[config.mk]
export PLATFORM = sky130hd
export DESIGN_NAME = mvma_stream_host
export DESIGN_NICKNAME = d
export VERILOG_FILES = /design/src/rtl/mvma_stream_host.sv
export SDC_FILE = /design/constraint.sdc
export NUM_CORES = 1
export LEC_CHECK = 0
export CAP_MARGIN = 20
export CORE_MARGIN = 2
export CORE_UTILIZATION = 50
export DETAILED_ROUTE_END_ITERATION = 7
export PLACE_DENSITY = 0.69
export REMOVE_ABC_BUFFERS = 1
export SLEW_MARGIN = 20
export SYNTH_ARGS = -nofsm -noshare
export SYNTH_HDL_FRONTEND = slang
export SYNTH_SLANG_ARGS = --single-unit
[constraint.sdc]
create_clock -name clk -period 2.9 [get_ports clk]
set_clock_uncertainty 0.2 [all_clocks]
set_input_delay 0.58 -clock clk [delete_from_list [all_inputs] [get_ports clk]]
set_output_delay 0.58 -clock clk [all_outputs]
set_load 0.01 [all_outputs]
[src/rtl/mvma_stream_host.sv]
`default_nettype none
// ============================================================================
// Module   : mvma_stream_host
// Purpose  : Host-side streaming front end for an MVMA engine. A packet of
//            N*N + 2*N signed words (A row-major, then b, then x) is loaded
//            through a write port. On start, the packet is streamed out on a
//            valid/ready master port. N result words plus overflow flags are
//            then collected from a valid/ready slave port. The block also
//            reports the number of SEND/RECV cycles the transaction took.
// Ports    : clk, reset          - clock, synchronous active-high reset
//            cfg_wr_en/addr/data - packet buffer write port (IDLE only)
//            start, busy, done   - transaction control and status
//            m_valid/ready/data  - outbound packet stream
//            s_valid/ready/data, s_overflow - inbound result stream
//            res_addr, res_data, res_overflow - combinational result read
//            ovf_any             - OR of all stored overflow flags
//            cycles              - SEND+RECV cycle count of last transaction
// Revision : 1.0 - initial release
// ============================================================================
module mvma_stream_host #(
  parameter int N  = 4,
  parameter int IW = 8,
  parameter int OW = 16,
  localparam int PKT = N*N + 2*N,
  localparam int AW  = $clog2(PKT),
  localparam int RAW = (N > 1) ? $clog2(N) : 1
) (
  input  logic                 clk,
  input  logic                 reset,
  input  logic                 cfg_wr_en,
  input  logic [AW-1:0]        cfg_addr,
  input  logic signed [IW-1:0] cfg_data,
  input  logic                 start,
  output logic                 busy,
  output logic                 done,
  output logic                 m_valid,
  input  logic                 m_ready,
  output logic signed [IW-1:0] m_data,
  input  logic                 s_valid,
  output logic                 s_ready,
  input  logic signed [OW-1:0] s_data,
  input  logic                 s_overflow,
  input  logic [RAW-1:0]       res_addr,
  output logic signed [OW-1:0] res_data,
  output logic                 res_overflow,
  output logic                 ovf_any,
  output logic [15:0]          cycles
);

  localparam logic [AW-1:0]  LAST_TX = AW'(PKT - 1);
  localparam logic [RAW-1:0] LAST_RX = RAW'(N - 1);

  typedef enum logic [1:0] {
    IDLE = 2'd0,
    SEND = 2'd1,
    RECV = 2'd2,
    DONE = 2'd3
  } state_t;

  state_t                 state_q, state_d;
  logic [AW-1:0]          tx_idx_q, tx_idx_d;
  logic [RAW-1:0]         rx_idx_q, rx_idx_d;
  logic [15:0]            cnt_q, cnt_d;
  logic [15:0]            cycles_q;
  logic [15:0]            cnt_inc;
  logic                   clr_res;
  logic                   cap_res;
  logic                   latch_cycles;
  logic                   addr_ok;

  logic signed [IW-1:0]   pkt_q [PKT];
  logic signed [OW-1:0]   res_q [N];
  logic [N-1:0]           ovf_q;

  // Saturating increment so a long-stalled transaction reports FFFF, not a wrap.
  assign cnt_inc = (cnt_q == 16'hFFFF) ? cnt_q : cnt_q + 16'd1;
  assign addr_ok = ({1'b0, cfg_addr} < (AW+1)'(PKT));

  // --------------------------------------------------------------------------
  // Next-state and output logic
  // --------------------------------------------------------------------------
  always_comb begin
    state_d      = state_q;
    tx_idx_d     = tx_idx_q;
    rx_idx_d     = rx_idx_q;
    cnt_d        = cnt_q;
    clr_res      = 1'b0;
    cap_res      = 1'b0;
    latch_cycles = 1'b0;
    m_valid      = 1'b0;
    s_ready      = 1'b0;
    busy         = 1'b0;
    done         = 1'b0;

    case (state_q)
      IDLE: begin
        if (start) begin
          state_d  = SEND;
          tx_idx_d = '0;
          rx_idx_d = '0;
          cnt_d    = '0;
          clr_res  = 1'b1;
        end
      end
      SEND: begin
        m_valid = 1'b1;
        busy    = 1'b1;
        cnt_d   = cnt_inc;
        if (m_ready) begin
          if (tx_idx_q == LAST_TX) begin
            tx_idx_d = '0;
            state_d  = RECV;
          end else begin
            tx_idx_d = tx_idx_q + 1'b1;
          end
        end
      end
      RECV: begin
        s_ready = 1'b1;
        busy    = 1'b1;
        cnt_d   = cnt_inc;
        if (s_valid) begin
          cap_res = 1'b1;
          if (rx_idx_q == LAST_RX) begin
            rx_idx_d     = '0;
            state_d      = DONE;
            latch_cycles = 1'b1;
          end else begin
            rx_idx_d = rx_idx_q + 1'b1;
          end
        end
      end
      DONE: begin
        done    = 1'b1;
        state_d = IDLE;
      end
      default: state_d = IDLE;
    endcase
  end

  // --------------------------------------------------------------------------
  // Control registers
  // --------------------------------------------------------------------------
  always_ff @(posedge clk) begin
    if (reset) begin
      state_q  <= IDLE;
      tx_idx_q <= '0;
      rx_idx_q <= '0;
      cnt_q    <= '0;
      cycles_q <= '0;
    end else begin
      state_q  <= state_d;
      tx_idx_q <= tx_idx_d;
      rx_idx_q <= rx_idx_d;
      cnt_q    <= cnt_d;
      // cnt_inc already includes the final RECV cycle.
      if (latch_cycles) begin
        cycles_q <= cnt_inc;
      end
    end
  end

  // --------------------------------------------------------------------------
  // Packet buffer: not reset, so a reset abort can retransmit the same packet.
  // --------------------------------------------------------------------------
  always_ff @(posedge clk) begin
    if (!reset && (state_q == IDLE) && cfg_wr_en && addr_ok) begin
      pkt_q[cfg_addr] <= cfg_data;
    end
  end

  // --------------------------------------------------------------------------
  // Result storage
  // --------------------------------------------------------------------------
  always_ff @(posedge clk) begin
    if (reset || clr_res) begin
      for (int i = 0; i < N; i++) begin
        res_q[i] <= '0;
      end
      ovf_q <= '0;
    end else if (cap_res) begin
      res_q[rx_idx_q] <= s_data;
      ovf_q[rx_idx_q] <= s_overflow;
    end
  end

  assign m_data       = pkt_q[tx_idx_q];
  assign res_data     = res_q[res_addr];
  assign res_overflow = ovf_q[res_addr];
  assign ovf_any      = |ovf_q;
  assign cycles       = cycles_q;

endmodule
`default_nettype wire

==> run summary <==
DRT Pass-1 Iters -> 5
Fmax -> 319 MHz
CP Max Fanout -> 6
Endpoints failing setup -> 8
Most common flop cell mapped by yosys -> edfxtp_1
Post-synth EDFFs -> 256
Die height -> 165 um
Final min period -> 3140 ps
R2R setup slack -> 540 ps
Total CTS buffers -> 31
I/O pins -> 84
Commonest non-fill, non-tap cell in the layout -> edfxtp_1
Max-slew headroom -> 0.552
MaxCap Viol Count -> 0
Met1 wire length -> 12.4 mm
H-tree level count -> 1
DRT antenna net count -> 0
First-pass GRT wire length -> 44.0 mm
Syn_area_per_cell -> 15.7 sq um
Worst-Margin Slew -> 666 ps
Clock-pin slew on the worst setup and hold paths -> 60 ps
Critical-path top delay cell -> mux4_2
Largest net degree at the start of global routing -> 25
Fin util -> 0.625
Total grt overflow -> 0
Max clock buf depth -> 3
Top cells by area, synth -> edfxtp_1 59%, mux4_2 11%, dfxtp_1 7.7%
Final HPWL DP -> 17.9 mm
PnR worst setup slack -> -238 ps
Total Power -> 10.8 mW
CTS root buffer -> clkbuf_16
IO Port Bufs -> 83
Top-area cell type share of the netlist area -> 0.594
Initial antenna violation count -> 0
Chip width -> 165 um
Post-synth top area cell -> edfxtp_1
P&R area growth vs syn -> 22.3%
DR WL met3 -> 1.60 mm
Drt via density -> 5.83
WL met2 -> 13.6 mm
Fillers -> 1,822
DRT iter0 DRCs -> 675
Commonest cells after routing, fill and taps aside -> 256 x edfxtp_1, 69 x clkdlybuf4s50_1, 65 x mux4_2
Crit-path leading delay family -> multiplexers
Uppermost layer routed -> met4
Drt wl/cell -> 21.3 um
Hold Crit Class -> register to register
Register area -> 8690 sq um
Setup crit end -> m_data[3]
R2r endpoint -> cycles[2]
R2R cell count -> 5
Clock sink count -> 306
Die area -> 27,200 sq um
Final hold vios -> 0
Crit path kind -> register to output port
Slew Viols, Final -> 0
Worst Hold Slack -> 254 ps
Routed WL -> 28.2 mm
Post-synthesis cell count -> 824
PwrDens -> 681 nW/um^2
CTS tree -> built
Worst path cell trace -> buf_6, mux4_2, a22o_4, a21oi_4, o21ai_1, buf_2
Asr flop ratio synth -> 0
Sequential element share of the synthesized area -> 0.671
Fin crit share -> 1.08
Ant. Diodes -> 0
Worst Path Buf+Inv -> 2
Leakage -> 5.39 nW
Unique masters post-synth -> 64
CP endpoint kind -> output port
CP arrival -> 2360 ps
Starting Density -> 0.511
CP Launch Type -> register
Unrepaired setup endpoints after global routing -> yes
Synthesized flop and latch total -> 306
Vias in the first global route -> 7,703
Violated checks -> setup timing
Status -> complete, but fails checks
Vias -> 7,705
Worst R2R Start -> cnt_q[0]
RePlAce Congestion -> 0.831
Maximum VDD drop -> 0.000379 V
Post-CTS Hold Buffers -> 0
DRC Markers -> 0
Ratio of cells with drive above 1 in the final layout -> 0.235
Max incr delay on CP -> 540 ps
Multi-input gate area -> 4070 sq um
Critical path depth -> 6
Clk Latency, worst-skew pair -> 550 ps
Cell area after synthesis -> 12,900 sq um
GRT Util Overall -> 0.214
Ys Warns -> 0
Core ar. -> 25,300 sq um
Rows -> 58
Worst EP required -> 2120 ps
Number of nets in the layout -> 1,015
state kept, by name, summed over array words and instances, names as in the netlist, named ones only:
signal and count:
pkt_q 192, cycles 16, state_q 2, cnt_q 16, tx_idx_q 5, res_q 64
ovf_q 4, rx_idx_q 2
tightest hold or removal path: stages, from the launching register on:
cell and delay, ps:
dfxtp_1 310, nand2_1 50, a21oi_1 50
cell families after synthesis:
logic type | after synthesis | share of synthesized area
multiplexers | 86 | 0.130
XOR/XNOR | 6 | 0.00406
adder cells (fa/ha/maj) | 10 | 0.00967
flip-flops | 306 | 0.671
AND/OR/NAND/NOR | 252 | 0.108
AO/OA/AOI/OAI | 105 | 0.0532
buffers and inverters | 59 | 0.0229
where the power goes:
part           total, mW  leakage, nW  internal, mW  switching, mW
logic               1.61         2.05         0.770          0.842
registers           5.13         2.82          5.01          0.115
clock network       4.03        0.509          2.40           1.64
area by class of cell:
cell class	count	area share
inverter	9	0.00213
sequential	306	0.549
clock buffer	40	0.0530
multi-input combinational	459	0.257
clock inverter	18	0.0126
tap	330	0.0261
timing repair buffer	160	0.100
worst min path at each step:
stage / startpoint / slack, ps / depth (start not counted) / end
floorplan: ovf_q[3] / 240 / 2 / ovf_q[3]
global placement: cycles[6] / 240 / 2 / cycles[6]
detailed placement: cycles[3] / 250 / 2 / cycles[3]
CTS: cycles[3] / 260 / 2 / cycles[3]
global route: cycles[3] / 280 / 2 / cycles[3]
finish: cycles[3] / 250 / 2 / cycles[3]
cells in the mapped netlist (all sizes together), types with 6 or more instances:
cell and instances:
edfxtp 256, mux4 65, and2 51, dfxtp 50, nor2 49, nand2 38
clkbuf 33, a21oi 30, o21ai 26, and3 22, buf 16, nand4 15
nand3 14, mux2i 12, ha 10, nand3b 10, inv 9, mux2 9
nand2b 9, nor3 9, a211oi 8, a22o 8, nor4 7, or3 6
or4 6
timing repair:
action,4_1_cts,5_1_grt
buffers inserted,5,1
gates resized for setup,68,9
setup endpoints to repair,25,13
pin swaps,12,2
gates cloned,3,0
per-layer routing:
layer / up-vias / track usage
met2: 244 / 0.356
met1: 3893 / 0.303
met3: 41 / 0.0269
li1: 3527 / -
met5: - / 0
met4: 0 / 0.0553
stage by stage:
step | cell area [sq um] | setup slack (ps) | std cells | setup TNS, ps
detailed placement | 14600 | -198 | 1258 | -3800
finish | 15800 | -238 | 1322 | -1670
global placement | 14600 | -169 | 1258 | -3520
CTS | 15800 | -286 | 1322 | -2010
global route | 15800 | -301 | 1322 | -2260
floorplan | 12700 | -1140 | 774 | -27340
No activity file was read; power rests on OpenSTA's default activity.
==> patch, RTL diff (config.mk and constraints unchanged) <==
Re-encode `state_t` (4 states) as one-hot, 4 bits wide.
--- a/src/rtl/mvma_stream_host.sv
+++ b/src/rtl/mvma_stream_host.sv
@@ -50,11 +50,11 @@
   localparam logic [AW-1:0]  LAST_TX = AW'(PKT - 1);
   localparam logic [RAW-1:0] LAST_RX = RAW'(N - 1);
 
-  typedef enum logic [1:0] {
-    IDLE = 2'd0,
-    SEND = 2'd1,
-    RECV = 2'd2,
-    DONE = 2'd3
+  typedef enum logic [3:0] {
+    IDLE = 4'b0001,
+    SEND = 4'b0010,
+    RECV = 4'b0100,
+    DONE = 4'b1000
   } state_t;
 
   state_t                 state_q, state_d;
Behaviour: no difference found for any inputs over 4 cycles, from zero or initial values and one cycle with reset high; so few cycles prove little.
==> patch against the original RTL <==
- the flow still finishes with violations (negative setup slack)
- synthesized area increased by 0.78%
- cell area increased by 1.2%
- global-route usage decreased by 0.82 points
- worst setup slack improved by 4.7 ps
- sequential cell count increased by 2
- critical path depth unchanged
- wire length decreased by 1.1%
- non-clock buffer count increased by 6
- die area increased by 0.77%
- critical endpoint is now m_data[5]
- highest routed layer unchanged
Power is not compared: it rests on default switching activity, and its combinational part moved more than twofold at a synthesized area within 25%.
==> patch: results <==
export IMPL_status="complete, but fails checks"
export IMPL_violations="negative setup slack"
export IMPL_synth_distinct_cells=68
export IMPL_antenna_cells=0
export IMPL_setup_tns_ps=-1670
export IMPL_endpoint="m_data[5]"
export IMPL_clk_latency_ps=550
export IMPL_async_flop_share_pct=0
export IMPL_final_layout_size_suffix_gt1_share_pct=24.9
export IMPL_grt_pass1_vias=7572
export IMPL_worst_hold_slack_ps=256
export IMPL_hp_class="reg -> reg"
export IMPL_gp_congestion=0.807
export IMPL_reg_top3="pkt_q (192), res_q (64)"
export IMPL_wl_um=27900
export IMPL_tightest_slew_ps=739
export IMPL_p_leak_uw=0.00552
export IMPL_grt_start_max_net_pins=29
export IMPL_clkTransAtPathRegs_ps=70
export IMPL_irDropWorstVdd_mv=0.467
export IMPL_synth_common_cells="edfxtp_1, and2_1, mux4_2, dfxtp_1, nor2_1"
export IMPL_finalWorstSetupSlack_ps=-233
export IMPL_avgSynthCellArea_sq_um=15.8
export IMPL_routedWlPerCell_um=20.9
export IMPL_firstDrtPassIters=7
export IMPL_place_inst=1270
export IMPL_num_nets_final=1019
export IMPL_synth_edf_count=256
export IMPL_numCtsBuffers=31
export IMPL_r2r_setup_slack_ps=330
export IMPL_min_delay_start="cycles[4]$_SDFFE_PP0P_"
export IMPL_dpl_hpwl_um=18100
export IMPL_clockRootBuffer="clkbuf_16"
export IMPL_grt_util_all_layers_pct=20.6
export IMPL_synthFlopType="edfxtp_1"
export IMPL_first_iter_violations=649
export IMPL_cp_max_fo=8
export IMPL_antenna_found_initial=0
export IMPL_avgViaCountPerCell=5.70
export IMPL_r2r_start="cnt_q[0]$_SDFFE_PP0P_"
export IMPL_r2r_end="cycles[5]$_SDFFE_PP0P_"
export IMPL_portBuffers=83
export IMPL_yosysWarnings=0
export IMPL_hold_end="cycles[4]$_SDFFE_PP0P_"
export IMPL_grt_pass1_wl_um=42900
export IMPL_htreeDepth=1
export IMPL_setup_viol=8
export IMPL_clock_path_buffers=3
export IMPL_critical_path_class="reg -> out"
export IMPL_cp_data_arrival_time_ps=2350
export IMPL_r2r_cells=5
export IMPL_hold_depth=2
export IMPL_ys_top_cells_by_area="edfxtp_1, mux4_2, dfxtp_1"
export IMPL_seq_area_frac_synth_pct=66.9
-- patch: logic make-up (layout without fill, tap and decap cells) --
logic type               count (synthesis)  after routing  synth area share, %
AO/OA/AOI/OAI                          116            116                 6.35
multiplexers                            88             88                 13.1
buffers and inverters                   67            240                 2.44
AND/OR/NAND/NOR                        234            234                 10.2
flip-flops                             308            308                 66.9
XOR/XNOR                                 7              7                0.470
adder cells (fa/ha/maj)                  6              6                0.576
-- patch: metal layers --
metal,vias to the layer above,wire (um),GRT usage [%]
met5,-,0,0
met4,0,446,4.70
met3,36,1310,2.97
met2,195,13600,34.4
met1,3819,12500,28.9
li1,3558,-,-
-- patch: cell type report --
type	instances	area [sq um]
multi-input combinational	451	4110
fill	1931	9820
clock inverter	25	267
sequential	308	8730
tap	335	419
inverter	17	63.8
clock buffer	32	790
timing repair buffer	166	1640
-- patch: through the flow --
stage               setup WS, ps  area [sq um]
floorplan                  -1140         12800
global placement            -220         14700
detailed placement          -226         14700
CTS                         -256         16000
global route                -304         16000
finish                      -233         16000
-- patch: worst max-delay path: stages (launching register included) --
cell and delay, ps:
dfxtp_4 450, buf_12 170, mux4_2 530, mux2_4 320, a21oi_2 120, o21ai_1 70, buf_2 150
-- patch: power by group --
group | internal (uW) | total [uW] | switching, uW
registers | 4850 | 4880 | 23.0
logic | 207 | 433 | 226
clock network | 2360 | 4060 | 1700
total | 7410 | 9360 | 1950
-- patch: timing repair --
action | 4_1_cts | 5_1_grt
endpoints found under the hold margin | 0 | 0
setup buffers | 5 | 1
pin swaps | 5 | 1
gates resized for setup | 73 | 17
gates cloned | 1 | 0
endpoints found under the setup margin | 29 | 20
